--- config.mk ---
export PLATFORM = sky130hd
export DESIGN_NAME = brightness_scheduler_flat
export DESIGN_NICKNAME = d
export VERILOG_FILES = /design/src/rtl/brightness_scheduler_if.sv /design/src/rtl/brightness_scheduler.sv /design/src/flat_wrapper.sv
export SDC_FILE = /design/constraint.sdc
export NUM_CORES = 1
export LEC_CHECK = 0
export ABC_CLOCK_PERIOD_IN_PS = 8300
export BUFFER_PORTS_ARGS = -buffer_cell sky130_fd_sc_hd__buf_2
export CORE_MARGIN = 2
export CORE_UTILIZATION = 39
export DETAILED_ROUTE_END_ITERATION = 8
export PLACE_DENSITY_LB_ADDON = 0.1
export SYNTH_ARGS = -nofsm -noshare
export SYNTH_HDL_FRONTEND = slang
export SYNTH_SLANG_ARGS = --single-unit
--- constraint.sdc ---
create_clock -name clk -period 8.3 [get_ports clk]
set_input_delay 2.49 -clock clk [delete_from_list [all_inputs] [get_ports clk]]
set_output_delay 2.49 -clock clk [all_outputs]
set_load 0.01 [all_outputs]
--- src/rtl/brightness_scheduler_if.sv ---
// Bus bundle between the brightness scheduler and its loader, systolic array
// and output RAM. The scheduler side uses the master modport.
interface brightness_scheduler_if #(
   parameter int RAM_ADDR_WIDTH = 6,
   parameter int RAM_DATA_WIDTH = 8,
   parameter int PE_DATA_WIDTH  = 16,
   parameter int LANES          = 4
);
   logic                             start;
   logic [PE_DATA_WIDTH-1:0]         brightness;
   logic                             loader_start;
   logic [PE_DATA_WIDTH*LANES-1:0]   loader_data;
   logic                             loader_valid;
   logic [PE_DATA_WIDTH*LANES-1:0]   pe_data;
   logic [LANES-1:0]                 pe_valid;
   logic [PE_DATA_WIDTH-1:0]         pe_offset;
   logic [PE_DATA_WIDTH*LANES-1:0]   pe_result;
   logic                             pe_result_valid;
   logic                             wr_en;
   logic [RAM_ADDR_WIDTH-1:0]        wr_addr;
   logic [RAM_DATA_WIDTH-1:0]        wr_data;
   logic                             busy;
   logic                             done;
   logic                             error;

   modport master (
      input  start, brightness, loader_data, loader_valid, pe_result, pe_result_valid,
      output loader_start, pe_data, pe_valid, pe_offset,
             wr_en, wr_addr, wr_data, busy, done, error
   );

   modport slave (
      output start, brightness, loader_data, loader_valid, pe_result, pe_result_valid,
      input  loader_start, pe_data, pe_valid, pe_offset,
             wr_en, wr_addr, wr_data, busy, done, error
   );
endinterface

--- src/rtl/brightness_scheduler.sv ---
// Full-frame brightness pass sequencer: starts the loader, skews loader blocks
// into the systolic array, then saturates array results and writes them back
// one pixel per cycle.
module brightness_scheduler #(
   parameter int RAM_ADDR_WIDTH = 6,
   parameter int RAM_DATA_WIDTH = 8,
   parameter int PE_DATA_WIDTH  = 16,
   parameter int LANES          = 4
) (
   input logic                    clk,
   input logic                    reset,
   brightness_scheduler_if.master bus
);
   localparam int BLK_W = PE_DATA_WIDTH * LANES;
   localparam int LW    = (LANES > 1) ? $clog2(LANES) : 1;

   typedef enum logic [1:0] {IDLE, RUN, FINISH} state_t;

   state_t                    state;

   // input queue (2 blocks); an empty queue passes a pushed block straight through
   logic [BLK_W-1:0]          in_mem [2];
   logic                      in_rd;
   logic                      in_wr;
   logic [1:0]                in_cnt;

   // result queue (2 blocks); the head stays resident until its last lane is written
   logic [BLK_W-1:0]          res_mem [2];
   logic                      res_rd;
   logic                      res_wr;
   logic [1:0]                res_cnt;

   logic [LW-1:0]             lane;
   logic [RAM_ADDR_WIDTH-1:0] base;

   logic                      run;
   logic                      in_push;
   logic                      in_pop;
   logic                      in_issue;
   logic                      in_drop;
   logic                      in_store;
   logic [BLK_W-1:0]          in_head;
   logic                      res_push;
   logic                      res_avail;
   logic                      res_pop;
   logic                      res_drop;
   logic                      res_store;
   logic [BLK_W-1:0]          res_head;
   logic [PE_DATA_WIDTH-1:0]  res_word;
   logic [RAM_DATA_WIDTH-1:0] sat_data;
   logic                      last_write;

   // queue control, writer lane selection and saturation
   always_comb begin
      run        = (state == RUN);

      in_push    = run && bus.loader_valid;
      in_pop     = run && (in_cnt != 2'd0);
      in_issue   = in_pop || in_push;
      in_head    = (in_cnt == 2'd0) ? bus.loader_data : in_mem[in_rd];
      in_drop    = in_push && (in_cnt == 2'd2) && !in_pop;
      in_store   = in_push && !in_drop && (in_cnt != 2'd0);

      res_push   = run && bus.pe_result_valid;
      res_avail  = run && ((res_cnt != 2'd0) || res_push);
      res_head   = (res_cnt == 2'd0) ? bus.pe_result : res_mem[res_rd];
      res_pop    = run && (res_cnt != 2'd0) && (lane == LW'(LANES - 1));
      res_drop   = res_push && (res_cnt == 2'd2) && !res_pop;
      res_store  = res_push && !res_drop;

      res_word   = res_head[lane*PE_DATA_WIDTH +: PE_DATA_WIDTH];
      if (res_word[PE_DATA_WIDTH-1])
         sat_data = '0;
      else if (|res_word[PE_DATA_WIDTH-2:RAM_DATA_WIDTH])
         sat_data = '1;
      else
         sat_data = res_word[RAM_DATA_WIDTH-1:0];

      last_write = bus.wr_en && (bus.wr_addr == '1);
   end

   // control FSM, queues and the registered write port
   always_ff @(posedge clk) begin
      if (reset) begin
         state            <= IDLE;
         bus.loader_start <= 1'b0;
         bus.pe_offset    <= '0;
         bus.wr_en        <= 1'b0;
         bus.wr_addr      <= '0;
         bus.wr_data      <= '0;
         bus.busy         <= 1'b0;
         bus.done         <= 1'b0;
         bus.error        <= 1'b0;
         in_rd            <= 1'b0;
         in_wr            <= 1'b0;
         in_cnt           <= 2'd0;
         res_rd           <= 1'b0;
         res_wr           <= 1'b0;
         res_cnt          <= 2'd0;
         lane             <= '0;
         base             <= '0;
      end else begin
         bus.loader_start <= 1'b0;

         if (in_store) begin
            in_mem[in_wr] <= bus.loader_data;
            in_wr         <= ~in_wr;
         end
         if (in_pop)
            in_rd <= ~in_rd;
         in_cnt <= in_cnt + 2'(in_store) - 2'(in_pop);

         if (res_store) begin
            res_mem[res_wr] <= bus.pe_result;
            res_wr          <= ~res_wr;
         end
         if (res_pop)
            res_rd <= ~res_rd;
         res_cnt <= res_cnt + 2'(res_store) - 2'(res_pop);

         if (in_drop || res_drop)
            bus.error <= 1'b1;

         if (res_avail) begin
            bus.wr_en   <= 1'b1;
            bus.wr_addr <= base | RAM_ADDR_WIDTH'(lane);
            bus.wr_data <= sat_data;
            if (lane == LW'(LANES - 1)) begin
               lane <= '0;
               base <= base + RAM_ADDR_WIDTH'(LANES);
            end else begin
               lane <= lane + 1'b1;
            end
         end else begin
            bus.wr_en <= 1'b0;
         end

         // placed last so the start-of-pass clears override the queue updates above
         case (state)
            IDLE: begin
               if (bus.start) begin
                  state            <= RUN;
                  bus.pe_offset    <= bus.brightness;
                  bus.loader_start <= 1'b1;
                  bus.busy         <= 1'b1;
                  bus.done         <= 1'b0;
                  bus.error        <= 1'b0;
                  in_rd            <= 1'b0;
                  in_wr            <= 1'b0;
                  in_cnt           <= 2'd0;
                  res_rd           <= 1'b0;
                  res_wr           <= 1'b0;
                  res_cnt          <= 2'd0;
                  lane             <= '0;
                  base             <= '0;
               end
            end
            RUN: begin
               if (last_write)
                  state <= FINISH;
            end
            FINISH: begin
               state    <= IDLE;
               bus.busy <= 1'b0;
               bus.done <= 1'b1;
            end
            default: state <= IDLE;
         endcase
      end
   end

   // per-lane skew line: lane g is delayed g extra cycles behind lane 0
   for (genvar g = 0; g < LANES; g++) begin : g_skew
      logic [g:0][PE_DATA_WIDTH-1:0] sd;
      logic [g:0]                    sv;

      if (g == 0) begin : g_first
         // lane 0 registers the issued word directly
         always_ff @(posedge clk) begin
            if (reset) begin
               sd <= '0;
               sv <= '0;
            end else begin
               sd[0] <= in_head[0 +: PE_DATA_WIDTH];
               sv[0] <= in_issue;
            end
         end
      end else begin : g_rest
         // later lanes shift the issued word through g additional stages
         always_ff @(posedge clk) begin
            if (reset) begin
               sd <= '0;
               sv <= '0;
            end else begin
               sd <= {sd[g-1:0], in_head[g*PE_DATA_WIDTH +: PE_DATA_WIDTH]};
               sv <= {sv[g-1:0], in_issue};
            end
         end
      end

      assign bus.pe_data[g*PE_DATA_WIDTH +: PE_DATA_WIDTH] = sd[g];
      assign bus.pe_valid[g]                               = sv[g];
   end
endmodule

--- src/flat_wrapper.sv ---
// flat-port wrapper written by rule: the top's interface ports become plain ports
module brightness_scheduler_flat 
#(
   parameter int RAM_ADDR_WIDTH = 6,
   parameter int RAM_DATA_WIDTH = 8,
   parameter int PE_DATA_WIDTH  = 16,
   parameter int LANES          = 4
)
  (clk, reset, bus_start, bus_brightness, bus_loader_data, bus_loader_valid, bus_pe_result, bus_pe_result_valid, bus_loader_start, bus_pe_data, bus_pe_valid, bus_pe_offset, bus_wr_en, bus_wr_addr, bus_wr_data, bus_busy, bus_done, bus_error);
  brightness_scheduler_if #(.RAM_ADDR_WIDTH(RAM_ADDR_WIDTH), .RAM_DATA_WIDTH(RAM_DATA_WIDTH), .PE_DATA_WIDTH(PE_DATA_WIDTH), .LANES(LANES)) bus_i ();
  input logic clk;
  input logic reset;
  input wire logic [$bits(bus_i.start)-1:0] bus_start;
  input wire logic [$bits(bus_i.brightness)-1:0] bus_brightness;
  input wire logic [$bits(bus_i.loader_data)-1:0] bus_loader_data;
  input wire logic [$bits(bus_i.loader_valid)-1:0] bus_loader_valid;
  input wire logic [$bits(bus_i.pe_result)-1:0] bus_pe_result;
  input wire logic [$bits(bus_i.pe_result_valid)-1:0] bus_pe_result_valid;
  output wire logic [$bits(bus_i.loader_start)-1:0] bus_loader_start;
  output wire logic [$bits(bus_i.pe_data)-1:0] bus_pe_data;
  output wire logic [$bits(bus_i.pe_valid)-1:0] bus_pe_valid;
  output wire logic [$bits(bus_i.pe_offset)-1:0] bus_pe_offset;
  output wire logic [$bits(bus_i.wr_en)-1:0] bus_wr_en;
  output wire logic [$bits(bus_i.wr_addr)-1:0] bus_wr_addr;
  output wire logic [$bits(bus_i.wr_data)-1:0] bus_wr_data;
  output wire logic [$bits(bus_i.busy)-1:0] bus_busy;
  output wire logic [$bits(bus_i.done)-1:0] bus_done;
  output wire logic [$bits(bus_i.error)-1:0] bus_error;
  assign bus_i.start = bus_start;
  assign bus_i.brightness = bus_brightness;
  assign bus_i.loader_data = bus_loader_data;
  assign bus_i.loader_valid = bus_loader_valid;
  assign bus_i.pe_result = bus_pe_result;
  assign bus_i.pe_result_valid = bus_pe_result_valid;
  assign bus_loader_start = bus_i.loader_start;
  assign bus_pe_data = bus_i.pe_data;
  assign bus_pe_valid = bus_i.pe_valid;
  assign bus_pe_offset = bus_i.pe_offset;
  assign bus_wr_en = bus_i.wr_en;
  assign bus_wr_addr = bus_i.wr_addr;
  assign bus_wr_data = bus_i.wr_data;
  assign bus_busy = bus_i.busy;
  assign bus_done = bus_i.done;
  assign bus_error = bus_i.error;
  brightness_scheduler #(.RAM_ADDR_WIDTH(RAM_ADDR_WIDTH), .RAM_DATA_WIDTH(RAM_DATA_WIDTH), .PE_DATA_WIDTH(PE_DATA_WIDTH), .LANES(LANES)) u_core (.clk(clk), .reset(reset), .bus(bus_i));
endmodule
---- Word-level counts from Yosys, hierarchy flattened ----
Memories as Yosys holds them, arrays and structs flattened. A register that Yosys moved wholly into a read port is not among the register bits.
Index checks and enable logic that the tools add are counted.
cells by class
  add/subtract/negate cells ............... 6
  equality and inequality tests ........... 8
  shift-type cells ........................ 1
  mux-type cells .......................... 48
  bitwise gates (word level) .............. 6
  reduce and logical (&&, ||, !) cells .... 32
operators by type and width
  kind                                                            number
  64-bit 2-to-1 mux                                               2
  64-bit by 7-bit variable part select with 16-bit output         1
  1-bit 2-to-1 mux                                                27
  6-bit 2-to-1 mux                                                4
  2-bit 2-to-1 mux                                                10
  8-bit 2-to-1 mux                                                2
  1-bit logical AND                                               14
  2-bit == test (second input constant)                           4
  7-bit OR reduction                                              1
  6-bit by 3-bit adder with 6-bit output (second input constant)  1
  6-bit == test (second input constant)                           1
  2-bit logical NOT                                               3
  6-bit by 2-bit bitwise OR with 6-bit output                     1
  2-bit AND reduction                                             3
  2-bit nonzero test                                              3
  1-bit inverter                                                  5
  2-bit by 1-bit adder with 2-bit output                          2
  1-bit logical NOT                                               4
  2-bit != test (second input constant)                           2
  1-bit one-hot mux with 2 select lines                           2
  2-bit one-hot mux with 2 select lines                           1
  2-bit by 1-bit subtractor with 2-bit output                     2
  1-bit logical OR                                                3
  2-bit by 1-bit adder with 2-bit output (second input constant)  1
  other kinds (2)                                                 2
storage, ports and cells
  flip-flop bits (word level) ............. 223
  bits in writable memories ............... 256
  input bits .............................. 149
  output and inout port bits .............. 103
  memories ................................ 2
memory list
  name            words  width  rd ports  clocked after Yosys merged registers in  write ports  RTL line                    RTL
  u_core.in_mem   2      64     1         1                                        1            brightness_scheduler.sv:22  logic [BLK_W-1:0] in_mem [2];
  u_core.res_mem  2      64     1         1                                        1            brightness_scheduler.sv:28  logic [BLK_W-1:0] res_mem [2];

---- Depth between registers and ports, before layout ----
Gate-level depths: netlist (run 1).
  depth after elaboration ................. 11
  depth in mapped cells ................... 9
  gate-level depth less buffers ........... 8

---- Worst setup path before layout (run 1) ----
No wires, ideal clock.
  path type ............................... input to register
  from .................................... in reset
  to ...................................... mem u_core.in_mem[1][0] (netlist bit) (enable)
  library setup time ...................... 578 ps
  arrival ................................. 7792 ps
  required time ........................... 7722 ps
  slack ................................... -71 ps
  stages .................................. 4
  cell sequence ........................... clkbuf_1 > clkbuf_1 > clkbuf_1 > nor3b_1
on the way
  longest elaborated chain between the ends .. 2
RTL lines
  what                                    RTL line                     RTL
  from (decl)                             flat_wrapper.sv:12           input logic reset;
  1-bit 2-to-1 mux                        brightness_scheduler.sv:84   if (reset) begin
  1-bit 2-to-1 mux (implied by the code)  brightness_scheduler.sv:106  in_mem[in_wr] <= bus.loader_data;
  to (decl)                               brightness_scheduler.sv:22
Every way passes these cells.

---- Worst setup path in the final report (run 1) ----
  from .................................... in bus_pe_result_valid
  to ...................................... mem u_core.res_mem[1][15] (netlist bit) (enable)
on the way
  longest elaborated chain between the ends .. 8
RTL lines
  what                                        RTL line                     RTL
  from (decl)                                 flat_wrapper.sv:18           input wire logic [$bits(bus_i.pe_result_valid)-1:0] bus_pe_result_valid;
  1-bit logical AND (*)                       brightness_scheduler.sv:64   res_push = run && bus.pe_result_valid;
  1-bit logical AND (2 in a row)              brightness_scheduler.sv:68   res_drop = res_push && (res_cnt == 2'd2) && !res_pop;
  1-bit logical NOT                           brightness_scheduler.sv:69   res_store = res_push && !res_drop;
  1-bit logical AND (*)                       brightness_scheduler.sv:69
  1-bit 2-to-1 mux (*)                        brightness_scheduler.sv:113  if (res_store) begin
  1-bit 2-to-1 mux (*)                        brightness_scheduler.sv:84
  1-bit 2-to-1 mux (implied by the code) (*)  brightness_scheduler.sv:114  res_mem[res_wr] <= bus.pe_result;
  to (decl)                                   brightness_scheduler.sv:28
Mark *: on every way between the ends. The rest lies on a longest branch, timed or not.

==> impl_metrics.xml, run 1 <==
<?xml version="1.0" encoding="UTF-8"?>
<metrics>
  <group name="logic_synthesis">
    <metric name="syn_area_per_cell" unit="µm²">14.8</metric>
    <metric name="syn-instance-count" unit="">1124</metric>
    <metric name="yosys_register_bits" unit="">471</metric>
    <metric name="yosys_warnings" unit="">0</metric>
    <metric name="synth-async-reset-ratio" unit="">0</metric>
    <metric name="ys_types" unit="">50</metric>
    <metric name="yosysSeqAreaShare" unit="">0.722</metric>
    <metric name="synth_enable_flop_cells" unit="">256</metric>
    <metric name="post_synthesis_cell_area" unit="µm²">16600</metric>
    <metric name="synth_fp_nets" unit="">1279</metric>
    <metric name="postSynth.topFlopCell" unit="">edfxtp_1</metric>
  </group>
  <group name="floorplanning">
    <metric name="floorplan.core_area" unit="µm²">42000</metric>
    <metric name="die_width" unit="µm">210</metric>
    <metric name="die-height" unit="µm">210</metric>
    <metric name="num_io_pins" unit="">252</metric>
    <metric name="dieArea" unit="µm²">44300</metric>
    <metric name="fp-row-count" unit="">75</metric>
    <metric name="floorplan.initialDensity" unit="">0.395</metric>
  </group>
  <group name="timing">
    <metric name="slew_headroom" unit="">0.299</metric>
    <metric name="finalHoldViolCount" unit="">0</metric>
    <metric name="period_minus_slack" unit="ns">4.29</metric>
    <metric name="tightest_slew" unit="ns">1.05</metric>
    <metric name="grt_setup_unrepaired" unit="">false</metric>
    <metric name="setup-violations-final" unit="">0</metric>
    <metric name="final-max-slew-violation-count" unit="">0</metric>
    <metric name="layout_skew" unit="ns">0.00908</metric>
    <metric name="fmax" unit="MHz">233</metric>
    <metric name="final.period_utilization" unit="">0.517</metric>
  </group>
  <group name="clock_tree">
    <metric name="tritoncts.num_buffers" unit="">49</metric>
    <metric name="post-cts-setup-buffers" unit="">0</metric>
    <metric name="clock_tree_root_buffer_cell" unit="">clkbuf_16</metric>
    <metric name="htreeDepth" unit="">2</metric>
    <metric name="clkLatencyLatePin" unit="ns">0.57</metric>
    <metric name="path_clk_slew" unit="ns">0.06</metric>
    <metric name="numClockSinks" unit="">471</metric>
    <metric name="post_cts.resized_instances" unit="">0</metric>
    <metric name="postCtsHoldBufs" unit="">0</metric>
    <metric name="cts_tree" unit="">built</metric>
    <metric name="clk_path_buf_depth" unit="">3</metric>
  </group>
  <group name="placement">
    <metric name="gp_congestion" unit="">0.736</metric>
    <metric name="numPlacedInstances" unit="">1818</metric>
    <metric name="port-buffer-count" unit="">251</metric>
    <metric name="dp_hpwl" unit="µm">21200</metric>
    <metric name="postPlaceCellArea" unit="µm²">18000</metric>
  </group>
  <group name="detailed_routing">
    <metric name="drt-vias-per-instance" unit="">4.81</metric>
    <metric name="drt-pass1-iter-count" unit="">4</metric>
    <metric name="routed_wirelength" unit="µm">34100</metric>
    <metric name="ant_nets" unit="">0</metric>
    <metric name="routed-via-count" unit="">9195</metric>
    <metric name="dr.first_iter.drc_count" unit="">387</metric>
    <metric name="wl_per_cell" unit="µm">17.8</metric>
    <metric name="detail_route.drc_violations" unit="">0</metric>
  </group>
  <group name="global_route">
    <metric name="grt_pass1_vias" unit="">9395</metric>
    <metric name="grt_start_max_net_pins" unit="">82</metric>
    <metric name="antenna_found_initial" unit="">8</metric>
    <metric name="gr-usage-all-layers" unit="">0.154</metric>
    <metric name="first_pass_grt_wire_length" unit="µm">52600</metric>
    <metric name="globalRouteOverflowTotal" unit="">0</metric>
  </group>
  <group name="setup_path">
    <metric name="setup.worst_path.end_class" unit="">register</metric>
    <metric name="worst_ep_arrival_time" unit="ns">4.48</metric>
    <metric name="required" unit="ns">8.49</metric>
    <metric name="path_max_fanout" unit="">56</metric>
    <metric name="criticalPathCategory" unit="">primary input to register</metric>
    <metric name="critPathLaunchType" unit="">primary input</metric>
  </group>
  <group name="run">
    <metric name="cap_violations" unit="">0</metric>
  </group>
  <group name="hold_path">
    <metric name="worst_hold_class" unit="">register to register</metric>
  </group>
  <group name="pwr">
    <metric name="vdd_drop_max" unit="mV">0.136</metric>
    <metric name="power_density" unit="nW/µm²">251</metric>
    <metric name="cellLeakagePower" unit="nW">7.21</metric>
  </group>
  <group name="finish">
    <metric name="layout.cell_area.non_filler" unit="µm²">19700</metric>
    <metric name="fillers" unit="">3758</metric>
    <metric name="fin_nets" unit="">1485</metric>
    <metric name="most_frequent_cells_in_the_layout" unit="">edfxtp_1 (256), buf_2 (250), dfxtp_1 (211)</metric>
    <metric name="final_layout_size_suffix_gt1_frac" unit="">0.282</metric>
    <metric name="syn_to_final_growth" unit="%">18.6</metric>
    <metric name="layout.cells.most_common" unit="">edfxtp_1</metric>
    <metric name="post_layout_nonfiller_instances" unit="">1913</metric>
  </group>
  <group name="status">
    <metric name="run_status" unit="">finished, final reports clean</metric>
  </group>
</metrics>
[path summary, 6_finish.rpt]
| check | slack [ns] | startpoint | cells past startpoint | endpoint |
|---|---|---|---|---|
| setup / recovery | 4.01 | bus_pe_result_valid | 5 | u_core.res_mem[1][15] |
| hold / removal | 0.43 | u_core.g_skew[3].sd[7] | 1 | u_core.g_skew[3].sd[23] |
| setup reg to reg | 4.73 | u_core.lane[1] | 5 | u_core.res_mem[1][15] |
| hold reg to reg | 0.43 | u_core.g_skew[3].sd[7] | 1 | u_core.g_skew[3].sd[23] |
[synthesized netlist by cell type, drive strengths merged (6+ instances only)]
master	number	share of area
nor4	13	0.0049
mux2i	74	0.045
mux4	26	0.035
a22o	16	0.0084
ha	6	0.0045
a211oi	66	0.030
nor2b	101	0.038
inv	7	0.0016
a221oi	8	0.0046
o21ai	6	0.0027
nor2	96	0.022
edfxtp	256	0.46
buf	73	0.031
a21oi	35	0.011
nor3	8	0.0027
dfxtp	215	0.26
nand2	34	0.0077
clkbuf	38	0.0086
[where the power goes]
part           leakage (nW)  total (W)  switching [W]  internal [W]
Sequential             4.07    0.00253      0.0000166       0.00251
Combinational          2.30   0.000209       0.000121     0.0000883
Clock                 0.830    0.00221       0.000875       0.00133
[registers in the layout (all words and copies together) (netlist names), 2 cells and up]
| name | count |
|---|---|
| u_core.bus.pe_offset | 16 |
| u_core.bus.wr_data | 8 |
| u_core.g_skew.sd | 112 |
| u_core.in_mem | 128 |
| u_core.in_cnt | 2 |
| u_core.bus.pe_data | 48 |
| u_core.res_cnt | 2 |
| u_core.bus.wr_addr | 6 |
| u_core.lane | 2 |
| u_core.res_mem | 128 |
| u_core.g_skew.sv | 4 |
| u_core.base | 4 |
| u_core.state | 2 |
[cells by family (layout without fill, tap and decap cells)]
group	count (synthesis)	count (layout)	share of synthesized area
mux	100	100	0.0801
flops	471	471	0.722
fa+ha+maj	6	6	0.00452
other cells	0	3	0
simple gates	279	279	0.0864
buf+inv	118	365	0.0408
compound gates	140	140	0.0610
xor+xnor	10	10	0.00527
[layout make-up]
class	count	area, µm²	share of cell area
Sequential cell	471	12000	0.609
Inverter	7	26.3	0.00133
Multi-Input combinational cell	535	3960	0.201
Clock inverter	25	228	0.0116
Antenna cell	3	7.51	0.000381
Tap cell	539	674	0.0342
Clock buffer	67	1430	0.0725
Timing Repair Buffer	266	1380	0.0698
[metrics by stage]
| step | TNS (ns) | total power (W) | utilization | hold WS [ns] | setup WS [ns] |
|---|---|---|---|---|---|
| 2_1_floorplan | -9.03 | 0.00269 | - | 0.414 | -0.0706 |
| 3_3_place_gp | 0 | 0.00279 | 0.429 | 0.416 | 3.50 |
| 3_5_place_dp | 0 | 0.00279 | 0.429 | 0.420 | 3.44 |
| 4_1_cts | 0 | 0.00502 | 0.468 | 0.426 | 4.05 |
| 5_1_grt | 0 | 0.00514 | 0.469 | 0.447 | 3.90 |
| 6_report | 0 | 0.00494 | 0.469 | 0.432 | 4.01 |
[critical path: stages]
cell	delay, ns
buf_2	0.14
nand2_1	0.06
or2_2	0.33
nor3b_2	0.67
buf_4	0.71
[layer usage]
layer,vias to the layer above,part of all wire,wire (µm),track usage
met3,45,0.066,2250,0.0462
met5,-,0.0017,58,0
met1,4444,0.46,15800,0.207
li1,4477,-,-,-
met2,219,0.45,15400,0.239
met4,10,0.019,638,0.0525
No activity file was read; power rests on OpenSTA's default activity.
==> run 2: changes to the inputs <==
ABC_CLOCK_PERIOD_IN_PS = 4200   (was 8300)
clock period = 4.2 ns   (was 8.3 ns; I/O delays follow)
==> impl_metrics.xml, run 2 (same netlist as run 1, synthesis figures left out) <==
<?xml version="1.0" encoding="UTF-8"?>
<metrics>
  <group name="global_route">
    <metric name="antenna_found_initial" unit="">8</metric>
    <metric name="globalRouteOverflowTotal" unit="">0</metric>
    <metric name="grt_start_max_net_pins" unit="">138</metric>
    <metric name="grt_pass1_vias" unit="">9295</metric>
    <metric name="gr-usage-all-layers" unit="">0.153</metric>
    <metric name="first_pass_grt_wire_length" unit="µm">52100</metric>
  </group>
  <group name="hold_path">
    <metric name="worst_hold_class" unit="">register to register</metric>
  </group>
  <group name="setup_path">
    <metric name="reg2reg_depth" unit="">5</metric>
    <metric name="criticalPathCategory" unit="">register to register</metric>
    <metric name="regToRegEndpoint" unit="">u_core.in_mem[1][8]</metric>
    <metric name="critPathCapture" unit="">u_core.in_mem[1][8]</metric>
    <metric name="regToRegSetupSlack" unit="ns">1.62</metric>
    <metric name="slowest_delay" unit="ns">0.52</metric>
    <metric name="critical_path.startpoint" unit="">u_core.state[0]</metric>
    <metric name="worst_ep_arrival_time" unit="ns">2.82</metric>
    <metric name="setup.worst_path.end_class" unit="">register</metric>
    <metric name="critPathLaunchType" unit="">register</metric>
    <metric name="path_max_fanout" unit="">44</metric>
    <metric name="critical_path.slowest_cell" unit="">nor3b_4</metric>
    <metric name="required" unit="ns">4.44</metric>
    <metric name="crit_chain" unit="">nor2b_1 -&gt; and2_1 -&gt; nand2_1 -&gt; nor3b_4 -&gt; buf_12</metric>
    <metric name="reg2reg_from" unit="">u_core.state[0]</metric>
  </group>
  <group name="clock_tree">
    <metric name="post_cts.resized_instances" unit="">0</metric>
    <metric name="postCtsHoldBufs" unit="">0</metric>
    <metric name="cts_tree" unit="">built</metric>
    <metric name="clk_path_buf_depth" unit="">3</metric>
    <metric name="numClockSinks" unit="">471</metric>
    <metric name="path_clk_slew" unit="ns">0.06</metric>
    <metric name="htreeDepth" unit="">2</metric>
    <metric name="tritoncts.num_buffers" unit="">50</metric>
    <metric name="clkLatencyLatePin" unit="ns">0.57</metric>
    <metric name="post-cts-setup-buffers" unit="">0</metric>
    <metric name="clock_tree_root_buffer_cell" unit="">clkbuf_16</metric>
  </group>
  <group name="timing">
    <metric name="slew_headroom" unit="">0.284</metric>
    <metric name="period_minus_slack" unit="ns">2.58</metric>
    <metric name="layout_skew" unit="ns">0.00983</metric>
    <metric name="grt_setup_unrepaired" unit="">false</metric>
    <metric name="finalHoldViolCount" unit="">0</metric>
    <metric name="holdWs" unit="ns">0.431</metric>
    <metric name="setup-violations-final" unit="">0</metric>
    <metric name="final-max-slew-violation-count" unit="">0</metric>
    <metric name="fmax" unit="MHz">388</metric>
    <metric name="final.period_utilization" unit="">0.613</metric>
    <metric name="tightest_slew" unit="ns">1.07</metric>
  </group>
  <group name="detailed_routing">
    <metric name="dr.first_iter.drc_count" unit="">513</metric>
    <metric name="detail_route.drc_violations" unit="">0</metric>
    <metric name="drt-vias-per-instance" unit="">4.81</metric>
    <metric name="routed-via-count" unit="">9189</metric>
    <metric name="drt-pass1-iter-count" unit="">4</metric>
    <metric name="wl_per_cell" unit="µm">17.8</metric>
    <metric name="routed_wirelength" unit="µm">34000</metric>
    <metric name="ant_nets" unit="">0</metric>
  </group>
  <group name="placement">
    <metric name="port-buffer-count" unit="">251</metric>
    <metric name="gp_congestion" unit="">0.721</metric>
    <metric name="numPlacedInstances" unit="">1818</metric>
    <metric name="dp_hpwl" unit="µm">20700</metric>
  </group>
  <group name="pwr">
    <metric name="vdd_drop_max" unit="mV">0.290</metric>
    <metric name="power_density" unit="nW/µm²">491</metric>
    <metric name="cellLeakagePower" unit="nW">7.22</metric>
  </group>
  <group name="floorplanning">
    <metric name="dieArea" unit="µm²">44300</metric>
    <metric name="num_io_pins" unit="">252</metric>
    <metric name="fp-row-count" unit="">75</metric>
    <metric name="die_width" unit="µm">210</metric>
    <metric name="floorplan.core_area" unit="µm²">42000</metric>
    <metric name="die-height" unit="µm">210</metric>
    <metric name="floorplan.initialDensity" unit="">0.395</metric>
  </group>
  <group name="finish">
    <metric name="post_layout_nonfiller_instances" unit="">1911</metric>
    <metric name="num_antenna_cells" unit="">0</metric>
    <metric name="reg.largest.list" unit="">u_core.in_mem: 128 flops, u_core.res_mem: 128 flops, u_core.g_skew.sd: 112 flops</metric>
    <metric name="most_frequent_cells_in_the_layout" unit="">edfxtp_1 (256), buf_2 (250), dfxtp_1 (212)</metric>
    <metric name="fin_nets" unit="">1486</metric>
    <metric name="final_layout_size_suffix_gt1_frac" unit="">0.279</metric>
    <metric name="layout.cells.most_common" unit="">edfxtp_1</metric>
    <metric name="syn_to_final_growth" unit="%">19.0</metric>
  </group>
  <group name="run">
    <metric name="cap_violations" unit="">0</metric>
  </group>
  <group name="status">
    <metric name="run_status" unit="">finished, final reports clean</metric>
  </group>
</metrics>
==> run 2: metrics by stage <==
stage	total power (W)	utilization	setup TNS [ns]	setup slack, ns	area (µm²)
after global placement	0.00551	0.431	0	1.25	18100
after global routing	0.0101	0.470	0	1.44	19800
after floorplan	0.00532	-	-177.05	-0.698	16600
final	0.00971	0.470	0	1.62	19800
after CTS	0.00986	0.470	0	1.54	19800
after detailed placement	0.00552	0.431	0	1.26	18100
==> run 2: area by class of cell <==
cell class                 instances  area (µm²)
timing repair buffer             266        1440
multi-input combinational        535        3990
sequential                       471       12000
tap                              539         674
fill                            3731       22300
clock buffer                      78        1510
inverter                           7        26.3
clock inverter                    15         126
==> run 2: worst min-delay path by stage <==
stage                                       start                       to  slack [ns]  cells after the start
after floorplan            u_core.g_skew[1].sd[0]   u_core.bus.pe_data[16]        0.41                      1
after global placement     u_core.g_skew[2].sd[9]  u_core.g_skew[2].sd[25]        0.42                      1
after detailed placement  u_core.g_skew[2].sd[21]   u_core.bus.pe_data[37]        0.42                      1
after CTS                 u_core.g_skew[2].sd[21]   u_core.bus.pe_data[37]        0.44                      1
after global routing      u_core.g_skew[3].sd[16]  u_core.g_skew[3].sd[32]        0.44                      1
final                     u_core.g_skew[3].sd[35]   u_core.bus.pe_data[51]        0.43                      1
==> run 2: worst max-delay path: cells and delay by family (launching register included) <==
family / cells / cell delay [ns]
and+or+nand+nor: 4 / 1.50
buffers and inverters: 1 / 0.33
DFF: 1 / 0.37
==> run 2: routing by layer <==
layer	vias to the layer above	routed length, µm	track usage
li1	4479	-	-
met1	4438	15300	0.195
met2	193	15800	0.246
met3	63	2240	0.0548
met4	16	609	0.0423
met5	-	97	0
==> run 2: where the power goes <==
group / switching, W / internal (W)
combinational: 0.000240 / 0.000177
clock: 0.00172 / 0.00258
sequential: 0.0000319 / 0.00496
